`src/rtl/xorframe_pkg.sv`:
```
// Shared types and sizing helpers for the xorframe transmit framer.
package xorframe_pkg;

  typedef enum logic [1:0] {
    COLLECT = 2'd0,
    HDR     = 2'd1,
    DATA    = 2'd2
  } state_e;

  localparam int DEF_DWIDTH  = 8;
  localparam int DEF_MAX_LEN = 16;

  // Counters must hold the value MAX_LEN itself (the header length).
  function automatic int cnt_width(input int max_len);
    return $clog2(max_len + 1);
  endfunction

  function automatic int addr_width(input int max_len);
    return (max_len > 1) ? $clog2(max_len) : 1;
  endfunction

endpackage

```
`src/rtl/xorframe_buf.sv`:
```
// Single-packet payload store: one synchronous write port, one asynchronous read port.
module xorframe_buf
  import xorframe_pkg::*;
#(
  parameter int dwidth  = DEF_DWIDTH,
  parameter int MAX_LEN = DEF_MAX_LEN,
  parameter int AW      = addr_width(MAX_LEN)
) (
  input  logic              clk,
  input  logic              wr_en_i,
  input  logic [AW-1:0]     wr_addr_i,
  input  logic [dwidth-1:0] wr_data_i,
  input  logic [AW-1:0]     rd_addr_i,
  output logic [dwidth-1:0] rd_data_o
);

  logic [dwidth-1:0] mem_q [MAX_LEN];

  always_ff @(posedge clk) begin
    if (wr_en_i) begin
      mem_q[wr_addr_i] <= wr_data_i;
    end
  end

  assign rd_data_o = mem_q[rd_addr_i];

endmodule

```
`src/rtl/xorframe_gen.sv`:
```
// Framer: collects one packet, then emits [N][b0..bN-1] to the executor input fifo.
// Optional XORFRAME_CHECK_EN builds a running-XOR of the payload for result checking.
module xorframe_gen
  import xorframe_pkg::*;
#(
  parameter int dwidth  = DEF_DWIDTH,
  parameter int MAX_LEN = DEF_MAX_LEN
) (
  input  logic              clk,
  input  logic              rst,
  input  logic              in_valid,
  output logic              in_ready,
  input  logic [dwidth-1:0] in_data,
  input  logic              in_last,
  input  logic              ofifo_not_full,
  output logic              ofifo_push,
  output logic [dwidth-1:0] ofifo_data,
  output logic              busy,
  output logic              trunc_err,
  output logic              exp_valid,
  output logic [dwidth-1:0] exp_xor
);

  localparam int CW = cnt_width(MAX_LEN);
  localparam int AW = addr_width(MAX_LEN);
  localparam logic [CW-1:0] LAST_IDX = CW'(MAX_LEN - 1);
  localparam logic [CW-1:0] ONE      = CW'(1);

  state_e            state_q, state_d;
  logic [CW-1:0]     wr_cnt_q, wr_cnt_d;
  logic [CW-1:0]     rd_ptr_q, rd_ptr_d;
  logic [CW-1:0]     len_q, len_d;
  logic              trunc_q, trunc_d;
  logic              buf_we;
  logic [dwidth-1:0] buf_rd;
  logic              final_push;

  xorframe_buf #(
    .dwidth  (dwidth),
    .MAX_LEN (MAX_LEN),
    .AW      (AW)
  ) u_buf (
    .clk       (clk),
    .wr_en_i   (buf_we),
    .wr_addr_i (wr_cnt_q[AW-1:0]),
    .wr_data_i (in_data),
    .rd_addr_i (rd_ptr_q[AW-1:0]),
    .rd_data_o (buf_rd)
  );

  always_comb begin
    state_d    = state_q;
    wr_cnt_d   = wr_cnt_q;
    rd_ptr_d   = rd_ptr_q;
    len_d      = len_q;
    trunc_d    = 1'b0;
    buf_we     = 1'b0;
    in_ready   = 1'b0;
    ofifo_push = 1'b0;
    ofifo_data = '0;
    case (state_q)
      COLLECT: begin
        in_ready = 1'b1;
        if (in_valid) begin
          buf_we = 1'b1;
          if (in_last || (wr_cnt_q == LAST_IDX)) begin
            len_d    = wr_cnt_q + ONE;
            wr_cnt_d = '0;
            state_d  = HDR;
            trunc_d  = !in_last;
          end else begin
            wr_cnt_d = wr_cnt_q + ONE;
          end
        end
      end
      HDR: begin
        ofifo_data = dwidth'(len_q);
        if (ofifo_not_full) begin
          ofifo_push = 1'b1;
          rd_ptr_d   = '0;
          state_d    = DATA;
        end
      end
      DATA: begin
        ofifo_data = buf_rd;
        if (ofifo_not_full) begin
          ofifo_push = 1'b1;
          rd_ptr_d   = rd_ptr_q + ONE;
          if (rd_ptr_q == len_q - ONE) begin
            state_d = COLLECT;
          end
        end
      end
      default: begin
        state_d = COLLECT;
      end
    endcase
  end

  always_ff @(posedge clk) begin
    if (rst) begin
      state_q  <= COLLECT;
      wr_cnt_q <= '0;
      rd_ptr_q <= '0;
      len_q    <= '0;
      trunc_q  <= 1'b0;
    end else begin
      state_q  <= state_d;
      wr_cnt_q <= wr_cnt_d;
      rd_ptr_q <= rd_ptr_d;
      len_q    <= len_d;
      trunc_q  <= trunc_d;
    end
  end

  assign final_push = (state_q == DATA) && ofifo_not_full && (rd_ptr_q == len_q - ONE);
  assign busy       = (state_q != COLLECT) || (wr_cnt_q != '0);
  assign trunc_err  = trunc_q;

`ifdef XORFRAME_CHECK_EN
  logic [dwidth-1:0] xor_q, xor_d;

  // First byte of a packet restarts the accumulator instead of folding into the old value.
  always_comb begin
    xor_d = xor_q;
    if ((state_q == COLLECT) && in_valid) begin
      xor_d = (wr_cnt_q == '0) ? in_data : (xor_q ^ in_data);
    end
  end

  always_ff @(posedge clk) begin
    if (rst) begin
      xor_q <= '0;
    end else begin
      xor_q <= xor_d;
    end
  end

  assign exp_valid = final_push;
  assign exp_xor   = final_push ? xor_q : '0;
`else
  assign exp_valid = 1'b0;
  assign exp_xor   = '0;
`endif

endmodule
```
`config.mk`:
```
export PLATFORM = sky130hd
export DESIGN_NAME = xorframe_gen
export DESIGN_NICKNAME = d
export VERILOG_FILES = /design/src/rtl/xorframe_pkg.sv /design/src/rtl/xorframe_buf.sv /design/src/rtl/xorframe_gen.sv
export SDC_FILE = /design/constraint.sdc
export NUM_CORES = 1
export LEC_CHECK = 0
export ABC_AREA = 1
export ABC_CLOCK_PERIOD_IN_PS = 3600
export BUFFER_PORTS_ARGS = -buffer_cell sky130_fd_sc_hd__buf_2
export CAP_MARGIN = 5
export CORE_MARGIN = 4
export CORE_UTILIZATION = 35
export DETAILED_ROUTE_END_ITERATION = 8
export GPL_TIMING_DRIVEN = 0
export MAX_ROUTING_LAYER = met4
export PLACE_DENSITY = 0.59
export SYNTH_ARGS = -nofsm -noshare
export SYNTH_HDL_FRONTEND = slang
export SYNTH_SLANG_ARGS = --single-unit
```
`constraint.sdc`:
```
create_clock -name clk -period 3.6 [get_ports clk]
set_input_delay 0.36 -clock clk [delete_from_list [all_inputs] [get_ports clk]]
set_output_delay 0.36 -clock clk [all_outputs]
set_load 0.01 [all_outputs]
```
Yosys cells after proc, flatten, opt, wreduce, memory -nomap -nowiden
Memories as Yosys holds them, arrays and structs flattened. A register that Yosys moved wholly into a read port is not among the register bits.
Index checks and enable logic that the tools add are counted.
- logic and storage cells: 54
- memories kept: 1
- bits in registers: 18
- input bits: 13
- bits in writable memories: 128
- bitwise logic cells: 3
- reductions and logical operators: 13
- mux-type cells: 20
- eq/ne operators: 9
- $add $sub $neg: 3
- memory list (name ; depth ; bits a word ; rd ports ; clocked after memory_dff ; wr ports ; RTL line ; RTL):
    u_buf.mem_q ; 16 ; 8 ; 1 ; 1 ; 1 ; xorframe_buf.sv:17 ; logic [dwidth-1:0] mem_q [MAX_LEN];
- operators by type and width (kind ; number):
    $pmux W8 S2 ; 1
    $mux W5 ; 3
    $add A5 B1 Y5 const B ; 2
    $mux W2 ; 5
    $ne A2 B2 Y1 const B ; 5
    $pmux W5 S2 ; 1
    $mux W4 ; 2
    $mux W1 ; 7
    $pmux W2 S3 ; 1
    $reduce_and A3 Y1 ; 2
    $eq A5 B4 Y1 const B ; 1
    $eq A5 B5 Y1 ; 1
    $reduce_and A5 Y1 ; 1
    $reduce_bool A5 Y1 ; 1
    $sub A5 B1 Y5 const B ; 1
    $reduce_bool A2 Y1 ; 2
    $reduce_or A4 Y1 ; 1
    $not A1 Y1 ; 3
    $eq A2 B1 Y1 const B ; 1
    $eq A2 B2 Y1 const B ; 1
    $logic_not A2 Y1 ; 1
    $logic_or A1 B1 Y1 ; 2
    $reduce_and A2 Y1 ; 1
    $reduce_or A2 Y1 ; 1
    $logic_not A1 Y1 ; 1

Logic depth before layout (Yosys ltp)
- depth in word-level cells: 5
- depth in mapped cells: 12
- mapped depth without buffers: 12

Modules after synthesis
A second synthesis with hierarchy kept.
- cells, all modules: 734
- area, all modules: 6840.3 sq um
- modules (own cells, without submodules) (module ; times used ; sequential area each (sq um) ; area an instance (sq um) ; cells an instance):
    xorframe_buf ; 1 ; 3843.7 ; 5606.6 ; 543
    xorframe_gen ; 1 ; 360.3 ; 1233.7 ; 191

Least setup slack after synthesis
OpenSTA, ideal clock, no wires.
- kind: reg2reg
- start: register state_q[0]
- end: memory u_buf.mem_q[10][0] (netlist name) (enable)
- stages on the path, launching flop included: 7
- buffers on the path: 0
- setup slack: 1.802 ns
- arrival: 1.428 ns
- setup time: 0.370 ns
- data required time: 3.230 ns
- cells stage by stage: dfxtp_1 > inv_1 > ha_1 > nand2_1 > inv_1 > nand2_1 > nor2_1
- cells in the longest elaborated chain, start to end: 4
- RTL lines (what ; RTL line ; RTL):
    from (decl) ; xorframe_gen.sv:29 ; state_e state_q, state_d;
    from (signal assigned) ; xorframe_gen.sv:108 ; state_q <= state_d;
    $logic_not A2 Y1 ; xorframe_gen.sv:61 ; case (state_q)
    $mux W1 ; xorframe_gen.sv:61 ;
    $mux W1 ; xorframe_buf.sv:20 ; if (wr_en_i) begin
    $mux W1 (implied by the code) ; xorframe_buf.sv:21 ; mem_q[wr_addr_i] <= wr_data_i;
    to (decl) ; xorframe_buf.sv:17 ;
Every way passes these cells.

==> flow_metrics.tcl <==
set metrics [dict create \
    num_io_pins 34 \
    drc 0 \
    rsz0062_at_grt "no" \
    cts.path.max_buffers 2 \
    first_pass_iters 5 \
    grt.busiest_layer "met2" \
    hold_violations 0 \
    end_kind "output pin" \
    register_area_sq_mm 0.004284 \
    cp_top_family "buffers and inverters" \
    setup_slack_ps 1095 \
    die-width_um 143.8 \
    critPathKind "flip-flop to output pin" \
    place_area_sq_mm 0.006888 \
    status "finished, final reports clean" \
    syn_inst 580 \
    fin_worst_skew_ps 6.866 \
    cts_tree "built" \
    root_buffer "clkbuf_16" \
    core-area_sq_mm 0.01802 \
    critical_path_required_ps 3240 \
    grt_pass1_vias 4143 \
    slowest_delay_ps 380 \
    multi_input_area_sq_mm 0.001797 \
    nNetsFinal 654 \
    place.gp.congestion 0.8357 \
    drive_gt1_share_pct 13.53 \
    avgViaCountPerCell 4.961 \
    die_y_um 143.8 \
    antenna_cells 0 \
    cts_made_buffers 17 \
    peakVddDrop_uv 273.5 \
    slew_violations 0 \
    track_usage_pct 15.25 \
    io_buffers 24 \
    met1_usage_pct 19.28 \
    cp_max_fo 10 \
    ys_seq_area_share_pct 66.41 \
    synthToLayoutAreaGrowth_pct 16.19 \
    clock.fmax_ghz 0.3992 \
    synthAdderAreaFrac_pct 1.939 \
    tightest_slew_ps 946.9 \
    place_ws_ps 1274 \
    postRouteAntennaNets 0 \
    synth_area_sq_mm 0.006451 \
    nFillCells 1690 \
    antenna_found_initial 0 \
    grt_overflow 0 \
    ys_types 29 \
    power_mw 4.507 \
    maxSlewHeadroom_pct 36.64 \
    drt_wl_total_um 14880 \
    power_density_mw_per_mm2 601.2 \
    cts.sinks 150 \
    start_util_pct 35.79 \
    tns_ps 0 \
    synth-simple-area-share_pct 13.75 \
    cp_slowest_cell "clkbuf_1" \
    met2_usage_pct 24.78 \
    post_cts_buffers 0 \
    synthMuxAreaShare_pct 0 \
    grt_start_max_net_pins 17 \
    synth_warnings 0 \
    rows 49 \
    synth_top_family_by_area "simple AND/OR/NAND/NOR gates" \
    maxCapViolCount 0 \
    crit_chain "clkbuf_1 -> o21ai_0 -> o211ai_1 -> nand3_1 -> nand2_1 -> nand2_1 -> o21ai_1 -> buf_2" \
    period_share_pct 69.59 \
    postSynthAreaPerCell_sq_um 11.12 \
    grt_pass1_wl_um 22850 \
    r2r_slack_ps 1260 \
    die-area_sq_mm 0.02067 \
    hold_class "primary input to flip-flop" \
    clk_pin_slew_ps 60 \
    dp_hpwl_um 10390 \
    finalInstanceArea_sq_mm 0.007496 \
    cts_hold_buf 0 \
    fin_hold_ws_ps 127.8 \
    wl_per_cell_um 17.07 \
    ys_ff_latch 150 \
    cpMostUsedCell "nand2_1" \
    h-tree-depth 4 \
    fin_cells 872 \
    grt.met3_usage_pct 3.328 \
    crit_arrival_ps 2150 \
    drt_iter0_markers 436 \
    final_util_pct 41.59 \
    cp-start-kind "flip-flop" \
    p_leak_nw 2.709 \
    dp.cells 841 \
    path_buf_inv 2 \
    worstSkewPairLatency_ps 410 \
    setup_viol 0 \
    vias 4326 \
    synth_xor_area_share_pct 0.8146 \
    cts_resized 0 \
    final.min_clock_period_ps 2505 \
    synth_compound_area_share_pct 10.82 \
]
## power by group
group / internal [mW] / total (mW) / leakage, nW / switching (mW)
logic: 0.240 / 0.713 / 1.08 / 0.474
registers: 1.94 / 1.97 / 1.33 / 0.0297
clock network: 1.15 / 1.82 / 0.292 / 0.666
total: 3.34 / 4.51 / 2.71 / 1.17
## flip-flops by register name, indices dropped and copies added (netlist names), named ones only
register and flops:
rd_ptr_q 5, u_buf.mem_q 128, state_q 2, trunc_err 1, wr_cnt_q 5, len_q 5
## worst paths after layout
path               startpoint                end  depth (start not counted)
hold reg to reg   wr_cnt_q[4]        wr_cnt_q[4]                          2
setup reg to reg   state_q[1]  u_buf.mem_q[4][0]                          6
setup / recovery    flip-flop      ofifo_data[3]                          8
hold / removal        in_last          trunc_err                          2
## Yosys cell counts (all sizes together)
master / n / area (sq um)
nor3: 2 / 10.01
nand4: 2 / 12.51
a211oi: 5 / 37.54
a21oi: 15 / 75.07
nand3: 30 / 150.1
dfxtp: 22 / 440.4
conb: 1 / 3.750
o221ai: 2 / 17.52
nand2: 55 / 206.5
ha: 10 / 125.1
o21ai: 73 / 372.9
nor2: 132 / 495.5
buf: 30 / 247.7
xnor2: 1 / 8.760
clkbuf: 4 / 16.26
edfxtp: 128 / 3844
o211ai: 26 / 195.2
inv: 35 / 136.4
nor4: 1 / 6.260
or2: 1 / 6.260
xor2: 5 / 43.79
## cell type report
cell class / count / share of cell area [%]
plain buffers: 34 / 3.522
inverters: 35 / 1.819
well taps: 229 / 3.822
multi-input cells: 369 / 23.97
repair buffers: 24 / 1.602
clock inverters: 13 / 2.387
flip-flops and latches: 150 / 57.15
clock buffers: 18 / 5.725
## logic make-up (layout without fill, tap and decap cells)
group                      Yosys count  in the layout
buffers and inverters               69            124
AOI/OAI and AO/OA                  121            121
other                                1              9
xor gates and xnor gates             6              6
and+or+nand+nor                    223            223
adders and majority gates           10             10
DFF                                150            150
## placed cells by master (no fill, tap or decap), types with 3 or more instances in the layout
cell type	netlist	layout
a211oi_1	5	5
a21oi_1	15	15
buf_2	6	30
buf_4	12	12
buf_6	11	11
bufinv_16	0	4
clkbuf_1	3	4
clkbuf_16	0	17
conb_1	1	9
dfxtp_1	22	22
edfxtp_1	128	128
ha_1	10	10
inv_1	33	33
inv_6	1	3
nand2_1	55	55
nand3_1	30	30
nor2_1	132	132
o211ai_1	26	26
o21ai_0	46	46
o21ai_1	25	25
xor2_1	5	5
## worst reg2reg max path, cell delays in order (launching register included)
cell,delay [ps]
dfxtp_1,330
inv_1,80
ha_1,260
nand2_1,190
inv_1,180
nand2_1,160
nor2_1,750
## metal layers
layer | routed length [um] | vias to the layer above
met2 | 7389 | 119
met5 | 0 | -
met4 | 180 | 0
met1 | 6622 | 2081
met3 | 689 | 18
li1 | - | 2108
Power figures use the tool's default switching activity.
